===== src/rtl/serial_link_pkg.sv =====
// rtl/serial_link_pkg.sv - shared constants for the serial byte link receiver
package serial_link_pkg;

    localparam int DATA_W_DEF     = 8;
    localparam int GAP_CYCLES_DEF = 4096;

    localparam logic [0:0] ST_HUNT = 1'b0;
    localparam logic [0:0] ST_RECV = 1'b1;

    localparam bit MSB_FIRST = 1'b1;

endpackage


===== src/rtl/in_sync.sv =====
// rtl/in_sync.sv - pin synchroniser for sclk/sdata with sclk edge detection
module in_sync #(
    parameter int SYNC_STAGES = 2
) (
    input  logic clk,
    input  logic rst,
    input  logic sclk_i,
    input  logic sdata_i,
    output logic sdata_o,
    output logic sclk_rise_o,
    output logic sclk_fall_o
);

    logic [SYNC_STAGES-1:0] sclk_sync_q;
    logic [SYNC_STAGES-1:0] sdata_sync_q;
    logic                   sclk_prev_q;
    logic                   sclk_cur;

    always_ff @(posedge clk) begin
        if (rst) begin
            sclk_sync_q  <= '0;
            sdata_sync_q <= '0;
            sclk_prev_q  <= 1'b0;
        end else begin
            sclk_sync_q  <= {sclk_sync_q[SYNC_STAGES-2:0], sclk_i};
            sdata_sync_q <= {sdata_sync_q[SYNC_STAGES-2:0], sdata_i};
            sclk_prev_q  <= sclk_cur;
        end
    end

    // Data is taken from the same stage as the sclk level used for edge detection.
    assign sclk_cur    = sclk_sync_q[SYNC_STAGES-1];
    assign sdata_o     = sdata_sync_q[SYNC_STAGES-1];
    assign sclk_rise_o = ~sclk_prev_q & sclk_cur;
    assign sclk_fall_o = sclk_prev_q & ~sclk_cur;

endmodule


===== src/rtl/serial_byte_rx.sv =====
// rtl/serial_byte_rx.sv - serial byte receiver; optional SEQ_CHECK_EN sequence checker
import serial_link_pkg::*;

module serial_byte_rx #(
    parameter int DATA_W      = DATA_W_DEF,
    parameter int SYNC_STAGES = 2,
    parameter int GAP_CYCLES  = GAP_CYCLES_DEF
) (
    input  logic              clk,
    input  logic              rst,
    input  logic              sclk_i,
    input  logic              sdata_i,
    output logic [DATA_W-1:0] rx_data_o,
    output logic              rx_valid_o,
    input  logic              rx_ready_i,
    output logic              overrun_o,
    output logic [7:0]        err_cnt_o
);

    localparam int BCW = (DATA_W > 1) ? $clog2(DATA_W) : 1;
    localparam int GW  = $clog2(GAP_CYCLES + 1);
    localparam logic [BCW-1:0] LAST_BIT = BCW'(DATA_W - 1);
    localparam logic [GW-1:0]  GAP_MAX  = GW'(GAP_CYCLES);

    logic sdata, sclk_rise, sclk_fall;

    in_sync #(.SYNC_STAGES(SYNC_STAGES)) u_in_sync (
        .clk        (clk),
        .rst        (rst),
        .sclk_i     (sclk_i),
        .sdata_i    (sdata_i),
        .sdata_o    (sdata),
        .sclk_rise_o(sclk_rise),
        .sclk_fall_o(sclk_fall)
    );

    logic [0:0]        state_q, state_d;
    logic [BCW-1:0]    bit_cnt_q, bit_cnt_d;
    logic [DATA_W-1:0] shift_q, shift_d, shift_base, word_in;
    logic [GW-1:0]     gap_q, gap_d;
    logic [DATA_W-1:0] rx_data_q, rx_data_d;
    logic              rx_valid_q, rx_valid_d;
    logic              overrun_q, overrun_d;
    logic              word_done, gap_resync;

    // HUNT starts a fresh word from zero so the first bit lands in shift[0].
    assign shift_base = (state_q == ST_HUNT) ? '0 : shift_q;
    assign word_in    = MSB_FIRST ? {shift_base[DATA_W-2:0], sdata}
                                  : {sdata, shift_base[DATA_W-1:1]};

    always_comb begin
        state_d    = state_q;
        bit_cnt_d  = bit_cnt_q;
        shift_d    = shift_q;
        word_done  = 1'b0;
        gap_resync = 1'b0;

        if (sclk_rise || sclk_fall) begin
            gap_d = '0;
        end else if (gap_q != GAP_MAX) begin
            gap_d = gap_q + GW'(1);
        end else begin
            gap_d = gap_q;
        end

        if (state_q == ST_HUNT) begin
            if (sclk_fall) begin
                shift_d   = word_in;
                bit_cnt_d = BCW'(1);
                state_d   = ST_RECV;
            end
        end else begin
            if (sclk_fall) begin
                shift_d = word_in;
                if (bit_cnt_q == LAST_BIT) begin
                    bit_cnt_d = '0;
                    word_done = 1'b1;
                end else begin
                    bit_cnt_d = bit_cnt_q + BCW'(1);
                end
            end else if (gap_q == GAP_MAX) begin
                state_d    = ST_HUNT;
                bit_cnt_d  = '0;
                gap_resync = 1'b1;
            end
        end
    end

    // Holding register: a completion may replace a word being accepted this cycle.
    always_comb begin
        rx_data_d  = rx_data_q;
        rx_valid_d = rx_valid_q;
        overrun_d  = overrun_q;
        if (word_done) begin
            if (!rx_valid_q || rx_ready_i) begin
                rx_data_d  = word_in;
                rx_valid_d = 1'b1;
            end else begin
                overrun_d = 1'b1;
            end
        end else if (rx_valid_q && rx_ready_i) begin
            rx_valid_d = 1'b0;
        end
    end

    always_ff @(posedge clk) begin
        if (rst) begin
            state_q    <= ST_HUNT;
            bit_cnt_q  <= '0;
            shift_q    <= '0;
            gap_q      <= '0;
            rx_data_q  <= '0;
            rx_valid_q <= 1'b0;
            overrun_q  <= 1'b0;
        end else begin
            state_q    <= state_d;
            bit_cnt_q  <= bit_cnt_d;
            shift_q    <= shift_d;
            gap_q      <= gap_d;
            rx_data_q  <= rx_data_d;
            rx_valid_q <= rx_valid_d;
            overrun_q  <= overrun_d;
        end
    end

    assign rx_data_o  = rx_data_q;
    assign rx_valid_o = rx_valid_q;
    assign overrun_o  = overrun_q;

`ifdef SEQ_CHECK_EN
    logic [DATA_W-1:0] last_q;
    logic              seeded_q;
    logic [7:0]        err_q;

    always_ff @(posedge clk) begin
        if (rst) begin
            last_q   <= '0;
            seeded_q <= 1'b0;
            err_q    <= '0;
        end else if (word_done) begin
            if (seeded_q && (word_in != last_q + DATA_W'(1)) && (err_q != 8'hFF)) begin
                err_q <= err_q + 8'd1;
            end
            last_q   <= word_in;
            seeded_q <= 1'b1;
        end else if (gap_resync) begin
            seeded_q <= 1'b0;
        end
    end

    assign err_cnt_o = err_q;
`else
    assign err_cnt_o = 8'd0;
`endif

endmodule


===== config.mk =====
export PLATFORM = sky130hd
export DESIGN_NAME = serial_byte_rx
export DESIGN_NICKNAME = d
export VERILOG_FILES = /design/src/rtl/serial_link_pkg.sv /design/src/rtl/in_sync.sv /design/src/rtl/serial_byte_rx.sv
export SDC_FILE = /design/constraint.sdc
export NUM_CORES = 1
export LEC_CHECK = 0
export CAP_MARGIN = 40
export CORE_MARGIN = 2
export CORE_UTILIZATION = 43
export DETAILED_ROUTE_END_ITERATION = 10
export PLACE_DENSITY = 0.63
export REMOVE_ABC_BUFFERS = 1
export SETUP_SLACK_MARGIN = 0.5
export SLEW_MARGIN = 20
export SYNTH_ARGS = -nofsm -noshare
export SYNTH_HDL_FRONTEND = slang
export SYNTH_SLANG_ARGS = --single-unit

===== constraint.sdc =====
create_clock -name clk -period 3.3 [get_ports clk]
set_input_delay 0.825 -clock clk [delete_from_list [all_inputs] [get_ports clk]]
set_output_delay 0.825 -clock clk [all_outputs]
set_load 0.02 [all_outputs]

==> results of run 1 <==
[layout make-up]
cell class              instances  area (um2)
well taps                      48        60.1
flip-flops and latches         39         781
fillers                       361        1820
clock inverters                 2        12.5
inverters                       7        26.3
multi-input cells             134         793
repair buffers                 15         148
clock buffers                   6        72.6
[flip-flops by register name (all words and copies together), names as in the netlist]
register / count
u_in_sync.sclk_sync_q: 2
u_in_sync.sdata_sync_q: 2
overrun_o: 1
rx_valid_o: 1
shift_q: 7
bit_cnt_q: 3
gap_q: 13
u_in_sync.sclk_prev_q: 1
rx_data_o: 8
state_q: 1
[cell families (layout without fill, tap and decap cells)]
group	count (synthesis)	after routing
other	1	8
AND/OR/NAND/NOR	67	67
flip-flops	39	39
XOR/XNOR	2	2
AO/OA/AOI/OAI	49	49
adder cells (fa/ha/maj)	5	5
multiplexers	3	3
buffers and inverters	27	30
[routing by layer]
| layer | global-route usage (%) | vias up | share of wire [%] |
|---|---|---|---|
| li1 | - | 702 | - |
| met4 | 3.06 | 0 | 0.91 |
| met1 | 20.3 | 655 | 48 |
| met2 | 26.3 | 26 | 47 |
| met3 | 5.07 | 4 | 4.1 |
| met5 | 0 | - | 0 |
[how the worst min path moves through the flow]
stage	startpoint	endpoint	slack [ns]	cells after the start
final	u_in_sync.sclk_sync_q[0]	u_in_sync.sclk_sync_q[1]	0.44	1
after global routing	u_in_sync.sclk_sync_q[0]	u_in_sync.sclk_sync_q[1]	0.46	1
after CTS	u_in_sync.sclk_sync_q[0]	u_in_sync.sclk_sync_q[1]	0.45	1
after detailed placement	u_in_sync.sclk_sync_q[0]	u_in_sync.sclk_sync_q[1]	0.43	1
after global placement	u_in_sync.sdata_sync_q[0]	u_in_sync.sdata_sync_q[1]	0.43	1
after floorplan	u_in_sync.sclk_sync_q[0]	u_in_sync.sclk_sync_q[1]	0.41	1
[through the flow]
stage	cell area, um2	hold slack [ns]	worst slack (ns)
after floorplan	1600	0.414	1.55
after global placement	1810	0.426	0.964
after detailed placement	1810	0.432	0.925
after CTS	1890	0.450	1.20
after global routing	1890	0.456	1.10
final	1890	0.444	1.22
[layout by cell type, fill, tap and decap left out, drive strengths merged, types with 8 or more instances in the layout]
cell,n
clkdlybuf4s50,14
nand3,17
nor2,8
dfxtp,39
a21oi,24
o21ai,11
nand2,10
conb,8
nand4,8
[power groups by stage]
stage | registers, W | logic [W] | clock network, W
floorplan | 0.000497 | 0.0000330 | 0
global placement | 0.000499 | 0.0000478 | 0
detailed placement | 0.000500 | 0.0000502 | 0
CTS | 0.000489 | 0.0000502 | 0.000324
global route | 0.000490 | 0.0000574 | 0.000337
finish | 0.000489 | 0.0000501 | 0.000310
==> metrics.txt, run 1 <==
first-pass iteration count of the detailed router 4; final number of setup-violating endpoints 0; Initial Utilization 45.4%; switching share of power 23.9%; cell-by-cell trace of the critical path clkdlybuf4s50_1; routed len/inst 12.3 um; library cell with the highest instance count after synthesis dfxtp_1; total wire length after detailed routing 3080 um; number of non-filler instances in the completed layout 251; final count of hold timing violations 0; area fraction in and, or, nand and nor cells after synthesis 22.3%; endpoint of the worst setup timing path overrun_o; max_slew headroom 57.1%; number of setup buffers added after CTS 0; detailed router's first-iteration violation count 81; Internal Dissipation 0.000646 W; sequential share of power 57.5%; I/O Buffers 14; XOR/XNOR share of the synthesized area 1.04%; kind of critical path flip-flop to primary output; clk buf depth 2; total gr overflow 0; average footprint of a synthesized cell 8.75 um2; main combinational cell family by area after synthesis simple AND/OR/NAND/NOR gates; DRT antenna net count 0; number of library cell types mapped by synthesis 33; setup TNS after final layout 0 ns; highest cell delay on the worst timing path 0.62 ns; Lkg Pwr 0.638 nW; transition time at the pin with the least slew margin 0.642 ns; cell accounting for the most synthesized area dfxtp_1; ranking of synthesized cells by area dfxtp_1 (46%), a21oi_1 (7.1%), nand3_1 (5.0%); time the final worst path needs with I/O delays and setup 2.08 ns; TritonCTS clock tree done; Synthesis Warnings 0; Switching Power 0.000203 W; PnR Total Power 0.000849 W; Root Driver clkbuf_8; worst min path class flip-flop to flip-flop; Post-synth top cells dfxtp_1 (39), a21oi_1 (24), nand3_1 (17); Max Cap Violations 0; RR Endpoint rx_data_o[0]; Worst path depth 1; number of placed I/O pins 23; Layout area overhead 12.2%; Post-synth ARST share 0%; standard cell with the maximum stage delay on the critical path clkdlybuf4s50_1; Die Y 66.7 um; count of nets after finishing 212; category of cells accounting for the largest share of critical-path delay buffers and inverters; most used flip-flop cell after synthesis dfxtp_1; Period Utilization, post-route 62.9%; die footprint 4440 um2; CP startpoint overrun_o; clk sinks 39; portion of netlist area occupied by mux cells 1.93%; CP Data Required Time 2.47 ns; achievable frequency 482 MHz; adder-cell share of the synthesized area 3.71%; kind of launch point of the worst setup path flip-flop; first-pass GRT wire length 5500 um; Skew-Pair Late Insertion Delay 0.29 ns; crit path DAT 1.25 ns; global routing usage summed across all routing layers 15.9%; die width 66.7 um; sequential-to-total area share from yosys stat 46.3%; count of instances resized after the clock tree is built 0; placeable core region 3720 um2; Cells after Synth 193; post-synthesis instance area 1690 um2; Antenna diodes 0; fraction of the mapped netlist area in compound gates 16.2%; layout cells sized above 1 6.40%; vias post-DR 1387; critical-path maximum fanout 2; area share of the leading cell type in the synthesized netlist 46.3%; vias per inst 5.53; number of CTS-inserted buffers 5; power density over cell area 448 nW/um2; H-Tree Depth 2; hold-fix buffer count after cts 0; cell count of the worst reg-to-reg path 5; initial antenna violation count 0; Clk network pwr share 36.6%; startpoint of the worst register-to-register path u_in_sync.sclk_sync_q[1]; setup repair after global routing missed its margin no; pin count of the biggest net entering global routing 28; Slew Viols, Final 0; Layout Skew 0.00359 ns; dpl hpwl 2170 um; Post-synth EDFFs 0; setup slack on the worst flop-to-flop path 1.52 ns; Max rail drop VDD 0.293 mV; Final Util 50.9%; run status complete, no violations; final estimated routing congestion in global placement 0.802; Buf/Inv on CP 1; clock-pin transition on the worst setup and hold timing paths 0.08 ns; Comb power frac 5.9%; register bit count reported by yosys 39; Rows 22; Remaining DRCs 0; DP Cell Count 243; vias in the first global route 1264; capturing element type of the critical path primary output
Power figures use the tool's default switching activity.
==> run 2: changes to the inputs <==
--- a/config.mk
+++ b/config.mk
@@ -9,7 +9,7 @@
 export CORE_MARGIN = 2
 export CORE_UTILIZATION = 43
 export DETAILED_ROUTE_END_ITERATION = 10
-export PLACE_DENSITY = 0.63
+export PLACE_DENSITY = 0.66
 export REMOVE_ABC_BUFFERS = 1
 export SETUP_SLACK_MARGIN = 0.5
 export SLEW_MARGIN = 20
==> constraint.sdc (replaced) <==
create_clock -name clk -period 1.9 [get_ports clk]
set_input_delay 0.475 -clock clk [delete_from_list [all_inputs] [get_ports clk]]
set_output_delay 0.475 -clock clk [all_outputs]
set_load 0.02 [all_outputs]
==> metrics.txt, run 2 (same netlist as run 1, synthesis figures left out) <==
Period Utilization, post-route 73.0%; first-pass GRT wire length 5950 um; clk buf depth 2; Remaining DRCs 0; final estimated routing congestion in global placement 0.838; Max Cap Violations 0; category of cells accounting for the largest share of critical-path delay simple AND/OR/NAND/NOR gates; Die Y 66.7 um; commonest non-fill, non-tap cell in the layout dfxtp_1; dpl hpwl 2320 um; worst min path class flip-flop to flip-flop; setup TNS after final layout 0 ns; die width 66.7 um; run status complete, no violations; H-Tree Depth 2; capturing element type of the critical path flip-flop; die footprint 4440 um2; highest cell delay on the worst timing path 0.38 ns; total gr overflow 0; Root Driver clkbuf_8; number of CTS-inserted buffers 5; Worst Hold Slack 0.446 ns; top library cells by usage in the layout, fill and taps aside dfxtp_1 (30), a21oi_1 (24), nand3_1 (16); layout cells sized above 1 30.0%; final number of setup-violating endpoints 0; total wire length after detailed routing 3720 um; achievable frequency 721 MHz; vias in the first global route 1371; clk sinks 39; Antenna diodes 0; post-route design area 2130 um2; CP Data Required Time 2.08 ns; DRT antenna net count 0; instance count along the most critical hold path 1; Initial Utilization 45.4%; Layout Skew 0.00677 ns; hold-fix buffer count after cts 0; placeable core region 3720 um2; cell-by-cell trace of the critical path inv_4, ha_4, nor4b_4, and3_4, mux2_4; Lkg Pwr 0.749 nW; global routing usage summed across all routing layers 17.4%; Worst path depth 5; critical-path maximum fanout 4; DP Area 1840 um2; clock-pin transition on the worst setup and hold timing paths 0.08 ns; number of flip-flops under the largest register name 13; Buf/Inv on CP 1; Layout area overhead 26.5%; pin count of the biggest net entering global routing 27; Max rail drop VDD 0.552 mV; standard cell with the maximum stage delay on the critical path dfxtp_4; routed len/inst 14.0 um; initial antenna violation count 0; register with the most flip-flops gap_q; count of nets after finishing 226; kind of critical path flip-flop to flip-flop; final count of hold timing violations 0; I/O Buffers 14; kind of launch point of the worst setup path flip-flop; first-pass iteration count of the detailed router 4; setup repair after global routing missed its margin yes; vias per inst 5.64; TritonCTS clock tree done; Slew Viols, Final 0; vias post-DR 1494; detailed router's first-iteration violation count 132; crit path DAT 1.57 ns; cell count of the worst reg-to-reg path 5; number of placed I/O pins 23; power density over cell area 718 nW/um2; Skew-Pair Late Insertion Delay 0.29 ns; time the final worst path needs with I/O delays and setup 1.39 ns; Rows 22
## run 2: cell count changes in the layout (fill, tap and decap cells not counted), moves of 5 or more
cell,delta
dfxtp_1,-9
o21ai_0,-5
clkdlybuf4s50_1,-11
ha_1,-5
buf_4,+13
dfxtp_2,+6
o21ai_1,+5
## run 2: power by group
part           internal, W  total, W  switching [W]
Sequential        0.000832  0.000852      0.0000196
Clock             0.000257  0.000549       0.000293
Combinational    0.0000610  0.000131      0.0000700
Total              0.00115   0.00153       0.000382
## run 2: per-stage QoR
stage | cells | total power, W | setup slack (ns) | utilization, %
after floorplan | 180 | 0.000921 | 0.440 | -
after global placement | 247 | 0.000957 | 0.185 | 49.5
after detailed placement | 247 | 0.000963 | 0.128 | 49.5
after CTS | 261 | 0.00152 | 0.478 | 55.5
after global routing | 265 | 0.00160 | 0.470 | 57.4
final | 265 | 0.00153 | 0.512 | 57.4
## run 2: metal layers
| layer | GRT usage, % | wire length (um) | vias to the layer above |
|---|---|---|---|
| li1 | - | - | 736 |
| met5 | 0 | 0 | - |
| met3 | 5.24 | 182 | 6 |
| met2 | 30.6 | 1870 | 36 |
| met4 | 6.12 | 44 | 0 |
| met1 | 19.9 | 1630 | 716 |
## run 2: worst paths after layout
| path | endpoint | slack [ns] | from |
|---|---|---|---|
| max | gap_q[1] | 0.51 | gap_q[0] |
| min | u_in_sync.sdata_sync_q[1] | 0.45 | u_in_sync.sdata_sync_q[0] |
| max reg2reg | gap_q[1] | 0.51 | gap_q[0] |
| min reg2reg | u_in_sync.sdata_sync_q[1] | 0.45 | u_in_sync.sdata_sync_q[0] |
## run 2: timing repair
item,4_1_cts,5_1_grt
endpoints found under the setup margin,39,26
gates resized for setup,52,30
gates cloned,0,1
buffers inserted,6,3
pin swaps,2,3
hold endpoints to repair,0,0
## run 2: area by class of cell
type | instances | area (um2)
Multi-Input combinational cell | 135 | 938
Tap cell | 48 | 60.1
Fill cell | 329 | 1580
Clock buffer | 6 | 72.6
Clock inverter | 2 | 12.5
Timing Repair Buffer | 28 | 219
Inverter | 7 | 32.5
Sequential cell | 39 | 800
